## src/rtl/alu_pkg.sv

```systemverilog
// Shared definitions for the multi-cycle ALU: opcodes, FSM states and flag bundle.
package alu_pkg;

  typedef enum logic [3:0] {
    OP_AND   = 4'b0000,
    OP_OR    = 4'b0001,
    OP_ADD   = 4'b0010,
    OP_SUB   = 4'b0011,
    OP_NOR   = 4'b0100,
    OP_XOR   = 4'b0101,
    OP_SLT   = 4'b0110,
    OP_SLL   = 4'b0111,
    OP_SRL   = 4'b1000,
    OP_SUBU  = 4'b1001,
    OP_SLTU  = 4'b1010,
    OP_ADDU  = 4'b1011,
    OP_MULTU = 4'b1100,
    OP_DIVU  = 4'b1101,
    OP_SRA   = 4'b1110,
    OP_RSVD  = 4'b1111
  } op_t;

  typedef enum logic [1:0] {
    ST_IDLE = 2'd0,
    ST_RUN  = 2'd1,
    ST_DONE = 2'd2
  } state_t;

  // Status flags other than zero, which is always derived from the result.
  typedef struct packed {
    logic overflow;
    logic lessthan;
    logic carry;
    logic div_by_zero;
  } flags_t;

endpackage

```

## src/rtl/alu_iter.sv

```systemverilog
// Iterative unsigned multiply (shift-add) / restoring divide, one bit per cycle.
// After load, WIDTH steps produce {hi,lo} = product, or lo = quotient, hi = remainder.
module alu_iter #(
  parameter int WIDTH = 32,
  parameter int SHW   = $clog2(WIDTH)
) (
  input  logic             clk,
  input  logic             reset,
  input  logic             load,
  input  logic             step,
  input  logic             is_div,
  input  logic [WIDTH-1:0] a,
  input  logic [WIDTH-1:0] b,
  output logic [WIDTH-1:0] lo,
  output logic [WIDTH-1:0] hi,
  output logic             last
);

  logic [WIDTH-1:0] acc;    // partial product high half / running remainder
  logic [WIDTH-1:0] shreg;  // multiplier bits out, product/quotient bits in
  logic [WIDTH-1:0] opnd;   // multiplicand or divisor
  logic [SHW-1:0]   cnt;
  logic             div_q;

  logic [WIDTH:0]   add_sum;
  logic [WIDTH:0]   trial;
  logic [WIDTH-1:0] acc_nxt;
  logic [WIDTH-1:0] sh_nxt;

  // Next accumulator/shift-register value for one multiply or divide step.
  always_comb begin
    // NOTE: every always_comb output gets a default first so no path can infer a latch.
    acc_nxt = acc;
    sh_nxt  = shreg;
    add_sum = {1'b0, acc} + {1'b0, opnd};
    trial   = {acc, shreg[WIDTH-1]} - {1'b0, opnd};
    if (div_q) begin
      // trial[WIDTH] set means the shifted remainder is below the divisor: restore.
      if (!trial[WIDTH]) begin
        acc_nxt = trial[WIDTH-1:0];
        sh_nxt  = {shreg[WIDTH-2:0], 1'b1};
      end else begin
        acc_nxt = {acc[WIDTH-2:0], shreg[WIDTH-1]};
        sh_nxt  = {shreg[WIDTH-2:0], 1'b0};
      end
    end else if (shreg[0]) begin
      acc_nxt = add_sum[WIDTH:1];
      sh_nxt  = {add_sum[0], shreg[WIDTH-1:1]};
    end else begin
      acc_nxt = {1'b0, acc[WIDTH-1:1]};
      sh_nxt  = {acc[0], shreg[WIDTH-1:1]};
    end
  end

  // Load operands on accept, then advance one bit per step and count iterations.
  always_ff @(posedge clk) begin
    // NOTE: sequential state uses non-blocking assignments so all registers update together.
    if (reset) begin
      acc   <= '0;
      shreg <= '0;
      opnd  <= '0;
      cnt   <= '0;
      div_q <= 1'b0;
    end else if (load) begin
      acc   <= '0;
      shreg <= is_div ? a : b;
      opnd  <= is_div ? b : a;
      cnt   <= '0;
      div_q <= is_div;
    end else if (step) begin
      acc   <= acc_nxt;
      shreg <= sh_nxt;
      cnt   <= cnt + 1'b1;
    end
  end

  assign last = (cnt == SHW'(WIDTH - 1));
  assign lo   = shreg;
  assign hi   = acc;

endmodule

```

## src/rtl/alu_mc.sv

```systemverilog
// Multi-cycle ALU: single-cycle logic/arith/shift ops plus iterative multu/divu,
// sequenced by an IDLE/RUN/DONE FSM with registered results and flags.
module alu_mc
  import alu_pkg::*;
#(
  parameter int WIDTH = 32,
  parameter int SHW   = $clog2(WIDTH)
) (
  input  logic             CLOCK_50,
  input  logic             reset,
  input  logic             start,
  input  logic [3:0]       ALU_OP,
  input  logic [WIDTH-1:0] rs,
  input  logic [WIDTH-1:0] rt,
  input  logic [SHW-1:0]   shmt,
  output logic             busy,
  output logic             done,
  output logic [WIDTH-1:0] alu_result,
  output logic [WIDTH-1:0] hi,
  output logic             zero,
  output logic             overflow,
  output logic             lessthan,
  output logic             carry,
  output logic             div_by_zero
);

  state_t           state;
  op_t              op_q;
  logic [WIDTH-1:0] rs_q, rt_q;
  logic [SHW-1:0]   shmt_q;
  logic             iter_q;

  logic             accept;
  logic             use_iter;
  logic [WIDTH-1:0] iter_lo, iter_hi;
  logic             iter_last;

  logic [WIDTH:0]   sum, diff;
  logic [WIDTH-1:0] res, res_hi;
  flags_t           fl;

  // busy stays high through the done cycle, so IDLE with busy set is that cycle.
  assign accept   = (state == ST_IDLE) && !busy && start;
  // divu by zero takes the single-cycle path; multu always iterates.
  assign use_iter = (ALU_OP == OP_MULTU) || ((ALU_OP == OP_DIVU) && (rt != '0));

  alu_iter #(.WIDTH(WIDTH), .SHW(SHW)) u_iter (
    .clk    (CLOCK_50),
    .reset  (reset),
    .load   (accept && use_iter),
    .step   (state == ST_RUN),
    .is_div (ALU_OP == OP_DIVU),
    .a      (rs),
    .b      (rt),
    .lo     (iter_lo),
    .hi     (iter_hi),
    .last   (iter_last)
  );

  // Single-cycle result, hi and flags from the latched operands.
  always_comb begin
    sum    = {1'b0, rs_q} + {1'b0, rt_q};
    diff   = {1'b0, rs_q} - {1'b0, rt_q};
    res    = '0;
    res_hi = '0;
    fl     = '0;
    case (op_q)
      OP_AND:  res = rs_q & rt_q;
      OP_OR:   res = rs_q | rt_q;
      OP_NOR:  res = ~(rs_q | rt_q);
      OP_XOR:  res = rs_q ^ rt_q;
      OP_ADD: begin
        res         = sum[WIDTH-1:0];
        fl.carry    = sum[WIDTH];
        fl.overflow = (rs_q[WIDTH-1] == rt_q[WIDTH-1]) && (res[WIDTH-1] != rs_q[WIDTH-1]);
      end
      OP_ADDU: begin
        res      = sum[WIDTH-1:0];
        fl.carry = sum[WIDTH];
      end
      OP_SUB: begin
        res         = diff[WIDTH-1:0];
        fl.carry    = diff[WIDTH];
        fl.overflow = (rs_q[WIDTH-1] != rt_q[WIDTH-1]) && (res[WIDTH-1] != rs_q[WIDTH-1]);
      end
      OP_SUBU: begin
        res      = diff[WIDTH-1:0];
        fl.carry = diff[WIDTH];
      end
      OP_SLT: begin
        res         = {{(WIDTH-1){1'b0}}, ($signed(rs_q) < $signed(rt_q))};
        fl.lessthan = res[0];
      end
      OP_SLTU: begin
        res         = {{(WIDTH-1){1'b0}}, (rs_q < rt_q)};
        fl.lessthan = res[0];
      end
      OP_SLL:  res = rt_q << shmt_q;
      OP_SRL:  res = rt_q >> shmt_q;
      OP_SRA:  res = $signed(rt_q) >>> shmt_q;
      OP_DIVU: begin
        res            = '1;
        res_hi         = rs_q;
        fl.div_by_zero = 1'b1;
      end
      default: res = '0;
    endcase
  end

  // Control FSM: accept, iterate, then register results with a one-cycle done pulse.
  always_ff @(posedge CLOCK_50) begin
    if (reset) begin
      state       <= ST_IDLE;
      busy        <= 1'b0;
      done        <= 1'b0;
      alu_result  <= '0;
      hi          <= '0;
      zero        <= 1'b0;
      overflow    <= 1'b0;
      lessthan    <= 1'b0;
      carry       <= 1'b0;
      div_by_zero <= 1'b0;
      op_q        <= OP_AND;
      rs_q        <= '0;
      rt_q        <= '0;
      shmt_q      <= '0;
      iter_q      <= 1'b0;
    end else begin
      done <= 1'b0;
      case (state)
        ST_IDLE: begin
          if (busy) begin
            busy <= 1'b0;
          end else if (start) begin
            busy   <= 1'b1;
            op_q   <= op_t'(ALU_OP);
            rs_q   <= rs;
            rt_q   <= rt;
            shmt_q <= shmt;
            iter_q <= use_iter;
            state  <= use_iter ? ST_RUN : ST_DONE;
          end
        end
        ST_RUN: begin
          if (iter_last) state <= ST_DONE;
        end
        ST_DONE: begin
          state <= ST_IDLE;
          done  <= 1'b1;
          if (iter_q) begin
            alu_result  <= iter_lo;
            hi          <= iter_hi;
            zero        <= (iter_lo == '0);
            overflow    <= 1'b0;
            lessthan    <= 1'b0;
            carry       <= 1'b0;
            div_by_zero <= 1'b0;
          end else begin
            alu_result  <= res;
            hi          <= res_hi;
            zero        <= (res == '0);
            overflow    <= fl.overflow;
            lessthan    <= fl.lessthan;
            carry       <= fl.carry;
            div_by_zero <= fl.div_by_zero;
          end
        end
        default: state <= ST_IDLE;
      endcase
    end
  end

endmodule
```

## config.mk

```make
export PLATFORM = sky130hd
export DESIGN_NAME = alu_mc
export DESIGN_NICKNAME = d
export VERILOG_FILES = /design/src/rtl/alu_pkg.sv /design/src/rtl/alu_iter.sv /design/src/rtl/alu_mc.sv
export SDC_FILE = /design/constraint.sdc
export NUM_CORES = 1
export LEC_CHECK = 0
export BUFFER_PORTS_ARGS = -buffer_cell sky130_fd_sc_hd__buf_2
export CAP_MARGIN = 10
export CORE_ASPECT_RATIO = 0.7
export CORE_MARGIN = 4
export CORE_UTILIZATION = 31
export DETAILED_ROUTE_END_ITERATION = 7
export PLACE_DENSITY = 0.52
export SYNTH_ARGS = -nofsm -noshare
export SYNTH_HDL_FRONTEND = slang
export SYNTH_SLANG_ARGS = --single-unit
```

## constraint.sdc

```tcl
create_clock -name CLOCK_50 -period 4.99 [get_ports CLOCK_50]
set_input_delay 0 -clock CLOCK_50 [delete_from_list [all_inputs] [get_ports CLOCK_50]]
set_output_delay 0 -clock CLOCK_50 [all_outputs]
set_load 0.005 [all_outputs]
```

==> results.md, run 1 <==
* LEAKAGE at between 0.01 and 0.015 uW
* Final cycle utilization of the critical path at 97.1%
* Layout area overhead at 15.1%
* Highest Clock Rate at around 210 MHz
* Clock Path Buffers at 3
* Post-CTS Setup Bufs at 0
* CP max-delay cell: a2111oi_1
* Number of synthesized flops with an enable pin at 0
* Row count at 86
* Most frequent cells in the layout: 389 x nand2_1, 309 x nor2_1, 290 x a21oi_1, 243 x dfxtp_1, 179 x mux2i_1
* DR pass1 iterations at 7
* Min-delay worst type: input pin to register
* Most used routing layer in global routing: met1
* Gr usage total at a little over a quarter
* Critical path peak fanout at 10
* Synth area leaders: dfxtp_1 20%, ha_1 8.4%, mux2i_1 7.1%
* Synth Flop Type: dfxtp_1
* Die W at roughly 350 um
* H-tree depth at 1
* Antenna violations before repair at 6
* Critical path arrival at about 5.4 ns
* Largest net degree at the start of global routing at 112
* Synth unique cells at 100
* Vias per Instance at ~6
* Placed insts at ~4,400
* Status: completed
* I/O Pins at between 100 and 150
* Post-route minimum period at 4.85 ns
* Crit end category: register
* Clk sinks at 249
* Clock slew at reported path FFs at 0.06 ns
* Post-synth top area share at about 20%
* Die ar. at roughly 86,000 um^2
* Seq/Total Area, Yosys at about a fifth
* Finished Core Util at a little over a third
* CORE AREA at 79,400 um^2
* DR WL/cell at roughly 26 um
* CP cell instances: inv_1, ha_1, o21ai_0, o211ai_1, nand4bb_1, a311oi_2, a311oi_1, xnor2_1, a2111oi_1, o2111ai_1, nor4_1, buf_4, and4_1, a31o_1
* Final #Nets at ~3,700
* Final Hold Viols at 0
* Fillers at around 8,400
* Post-Syn Nets at 3,549
* Worst hold slack at between 0.1 and 0.15 ns
* Worst-Margin Slew at roughly 1.1 ns
* Share of layout cells above drive strength 1 at about 14%
* Worst skew pair latency at about 0.61 ns
* Gr ovfl total at 0
* Clock root buffer: clkbuf_16
* Post-Syn Area at roughly 25,000 um^2
* DRC violations left at 0
* Most common cell after layout, fill and taps aside: nand2_1
* Synthesis Warnings at 0
* Power consumption at 7290 uW
* Met1 GRT Util at 41.0%
* First-pass GRT wire length at ~170 mm
* WS Path Type: register to register
* Met2 Usage GRT at a little over a third
* Critical path data required time at around 5.5 ns
* FF+latch count, synth at roughly 250
* Vias at around 27,000
* ANT nets after route at 0
* CP max stage delay at about 0.63 ns
* Syn_area_per_cell at around 7.6 um^2
* Vias in the first global route at between 20,000 and 25,000
* Non-filler instance count after layout at 4,484
* Max rail drop VDD at around 240 uV
* DR iter-0 viols at ~3,600
* Setup violators final at 0
* Power per cell area at around 250 nW/um^2
* Final Slew Violations at 0
* Synthesized instance count at 3,300
* CTS tree: done
* Routed WL at 117 mm
* Max_cap viols at 0
* Total CTS buffers at 29
* CP Launch Type: register
* Routability cong. at just over 1
* Initial core utilization at between 30% and 40%
* PortBufs at 146
* Final HPWL DP at about 89 mm
* Die extent in y at about 250 um
* Clk_skew at ~0.029 ns
* Setup TNS at 0 ns
* Post-synth top area cell: dfxtp_1
* GR met3 Demand/Resource at under 10%
* Synth async-reset ratio at 0%
* Headroom to the max-slew limit at 26.7%
metal layers:
layer / vias up / routed length (um)
li1: 12500 / -
met5: - / 23
met4: 4 / 2350
met3: 141 / 13300
met2: 1451 / 44700
met1: 13100 / 56800
power by group:
group	switching, uW	total, uW	internal, uW
registers	176	2260	2080
clock network	988	2390	1400
logic	1650	2640	991
total	2810	7290	4480
registers in the layout, indices dropped and copies added (netlist names), 2 cells and up:
name         count
rt_q            32
alu_result      32
u_iter.lo       32
u_iter.cnt       5
u_iter.hi       32
u_iter.opnd     32
op_q             4
state            2
hi              32
rs_q            32
shmt_q           5
worst max-delay path: cells and delay by family (launching register included):
family | cells | cell delay, ns
AO/OA/AOI/OAI | 7 | 2.14
buffers and inverters | 2 | 0.35
XOR/XNOR | 1 | 0.16
adder cells (fa/ha/maj) | 1 | 0.45
AND/OR/NAND/NOR | 3 | 1.14
flip-flops | 1 | 0.53
synthesized netlist by cell type, types with 21 or more instances:
library cell	n
a211oi_1	143
nor4_1	31
mux2i_1	179
nor2b_1	29
nand2b_1	40
nand3_1	48
xnor2_1	39
a21oi_1	291
nand2_1	389
mux4_2	56
o211ai_1	45
o21ai_0	139
a211o_1	22
nor3_1	88
ha_1	169
mux2_2	32
dfxtp_1	249
inv_1	147
nor2_1	310
a22oi_1	21
buf_2	39
buf_1	21
a21o_1	41
a221oi_1	52
a31oi_1	26
clkbuf_1	203
o221ai_1	23
kinds of logic after synthesis:
logic type / count (synthesis) / synth area share [%]
AOI/OAI and AO/OA: 1043 / 28.8
muxes: 271 / 13.8
and+or+nand+nor: 1073 / 19.6
buffers and inverters: 432 / 7.09
DFF: 249 / 19.9
adders and majority gates: 173 / 8.76
xor gates and xnor gates: 59 / 2.06
metrics by stage:
stage | worst slack (ns) | area, um^2
finish | 0.145 | 28900
global route | -0.0220 | 28800
CTS | 0.264 | 28800
detailed placement | 0.319 | 27000
global placement | 0.459 | 27000
floorplan | 1.31 | 25100
final cells by class:
cell class | instances | area [um^2] | area share [%]
diodes | 3 | 7.51 | 0.0260
flip-flops and latches | 249 | 5000 | 17.3
well taps | 1056 | 1320 | 4.58
repair buffers | 352 | 2520 | 8.74
multi-input cells | 2619 | 18400 | 63.8
inverters | 153 | 574 | 1.99
clock inverters | 12 | 203 | 0.702
clock buffers | 40 | 817 | 2.83
final timing paths:
check / to / slack [ns] / cells after the start / start
setup / recovery: zero / 0.14 / 14 / rt_q[3]
hold / removal: busy / 0.13 / 3 / start
setup reg to reg: zero / 0.14 / 14 / rt_q[3]
hold reg to reg: alu_result[27] / 0.45 / 2 / alu_result[27]
what timing repair did:
item,in CTS,in global routing
gates resized for setup,0,4
hold endpoints to repair,155,0
hold buffers,76,0
setup endpoints to repair,0,2
Power figures use the tool's default switching activity.
==> inputs of run 2 (changes only) <==
Settings changed: RECOVER_POWER set to 25.
==> results.md, run 2 (synthesis results as in run 1) <==
* Status: finished, violations left
* Violated checks: max-capacitance violations, max-slew violations
* Clock root buffer: clkbuf_16
* Final cycle utilization of the critical path at 96.5%
* CORE AREA at around 79,000 um^2
* Die ar. at approximately 86,000 um^2
* DR pass1 iterations at 6
* Min-delay worst type: input pin to register
* Vias per Instance at roughly 6.1
* ANT nets after route at 0
* Post-route minimum period at between 4 and 5 ns
* Layout area overhead at 14.8%
* Final Slew Violations at roughly 150
* Headroom to the max-slew limit at -76.8%
* Gr ovfl total at 0
* Clk sinks at 249
* Worst-Margin Slew at approximately 2.7 ns
* FF-to-FF Start: rt_q[3]
* Initial core utilization at around a third
* Die extent in y at between 200 and 250 um
* Power consumption at between 7000 and 8000 uW
* Final #Nets at about 3,700
* Clock slew at reported path FFs at 0.06 ns
* Vias in the first global route at 24,700
* Critical path arrival at approximately 5.3 ns
* Share of layout cells above drive strength 1 at roughly 13%
* LEAKAGE at about 0.011 uW
* WS Path Type: register to register
* First-pass GRT wire length at ~170 mm
* H-tree depth at 1
* Gr usage total at between 20% and 30%
* Clock Path Buffers at 3
* Place WS at 0.319 ns
* Finished Core Util at between 30% and 40%
* Setup violators final at 0
* Row count at 86
* Most frequent cells in the layout: 389 x nand2_1, 309 x nor2_1, 290 x a21oi_1, 243 x dfxtp_1, 179 x mux2i_1
* Critical path peak fanout at 10
* Worst setup margin at roughly 0.18 ns
* Routed WL at around 120 mm
* Antenna violations before repair at 6
* Worst r2r dst: zero
* Total CTS buffers at 29
* Fillers at around 8,400
* Routability cong. at 1.01
* Vias at ~27,000
* DR WL/cell at around 26 um
* CP Launch Type: register
* DRC violations left at 0
* Power per cell area at 253 nW/um^2
* CP max stage delay at ~0.54 ns
* Setup crit start: rt_q[3]
* R2r worst-path depth at 14
* PortBufs at between 100 and 150
* Worst skew pair latency at 0.60 ns
* Worst hold slack at between 0.1 and 0.15 ns
* Post-CTS Setup Bufs at 0
* Hold EP: busy
* Largest net degree at the start of global routing at about 110
* CP cell instances: inv_1, ha_1, o21ai_0, o211ai_1, nand4bb_1, a311oi_2, o221ai_1, a211o_1, a211oi_1, nand4_1, nor4_1, buf_4, and4_1, a31o_1
* Most common cell after layout, fill and taps aside: nand2_1
* Area post-placement at about 27,000 um^2
* Critical path data required time at around 5.5 ns
* CP max-delay cell: a311oi_2
* Final HPWL DP at just under 90 mm
* Max rail drop VDD at about 240 uV
* Hold depth at 3
* Crit end category: register
* Final Hold Viols at 0
* Die W at about 350 um
* CTS tree: done
* Max_cap viols at 3
* I/O Pins at roughly 150
* Worst R2R Setup Slack at 0.18 ns
* Highest Clock Rate at 208 MHz
* Clk_skew at ~0.029 ns
* Final Instance Area at about 29,000 um^2
* HP Start: start
* DR iter-0 viols at 3,600
## run 2: cell count changes in the layout (fill, tap and decap cells not counted)
cell / delta
buf_1: +2
buf_2: -49
buf_4: -2
buf_6: -1
clkbuf_1: +49
clkbuf_2: +1
diode_2: +2
nor4b_1: +1
nor4b_2: -1
## run 2: cell type report
cell class                 count  area, um^2  share of cell area [%]
tap                         1056        1320                    4.59
clock buffer                  40         817                    2.84
sequential                   249        5000                    17.4
clock inverter                12         203                   0.704
multi-input combinational   2619       18400                    64.0
timing repair buffer         352        2450                    8.50
inverter                     153         574                    2.00
antenna                        5        12.5                  0.0435
## run 2: stage by stage
stage / TNS [ns] / instances
2_1_floorplan: 0 / 3300
3_3_place_gp: 0 / 4352
3_5_place_dp: 0 / 4352
4_1_cts: 0 / 4480
5_1_grt: -0.0220 / 4481
6_report: 0 / 4486
## run 2: timing repair
item                                    in CTS  in global routing
endpoints found under the hold margin      155                  0
endpoints found under the setup margin       0                  2
gates resized for setup                      0                  4
hold buffers                                76                  0
## run 2: worst max-delay path by stage
stage	slack (ns)	endpoint
finish	0.18	zero
global route	-0.02	zero
CTS	0.26	zero
detailed placement	0.32	zero
global placement	0.46	zero
floorplan	1.31	zero
## run 2: power by group
| group | switching, uW | leakage (uW) | internal (uW) |
|---|---|---|---|
| sequential | 176 | 0.00203 | 2080 |
| combinational | 1650 | 0.00845 | 987 |
| clock | 982 | 0.000497 | 1400 |
| total | 2800 | 0.0110 | 4470 |
## run 2: worst max-delay path: cells and delay by family, from the launching register on
kind / cells / cell delay (ns)
compound gates: 7 / 2.02
fa+ha+maj: 1 / 0.45
buf+inv: 2 / 0.35
simple gates: 4 / 1.41
flops: 1 / 0.53
## run 2: per-layer routing
| layer | wire, um | GRT usage, % |
|---|---|---|
| met1 | 56600 | 41.0 |
| met5 | 16 | 0 |
| met3 | 13500 | 7.11 |
| met2 | 44700 | 35.1 |
| met4 | 2290 | 4.69 |
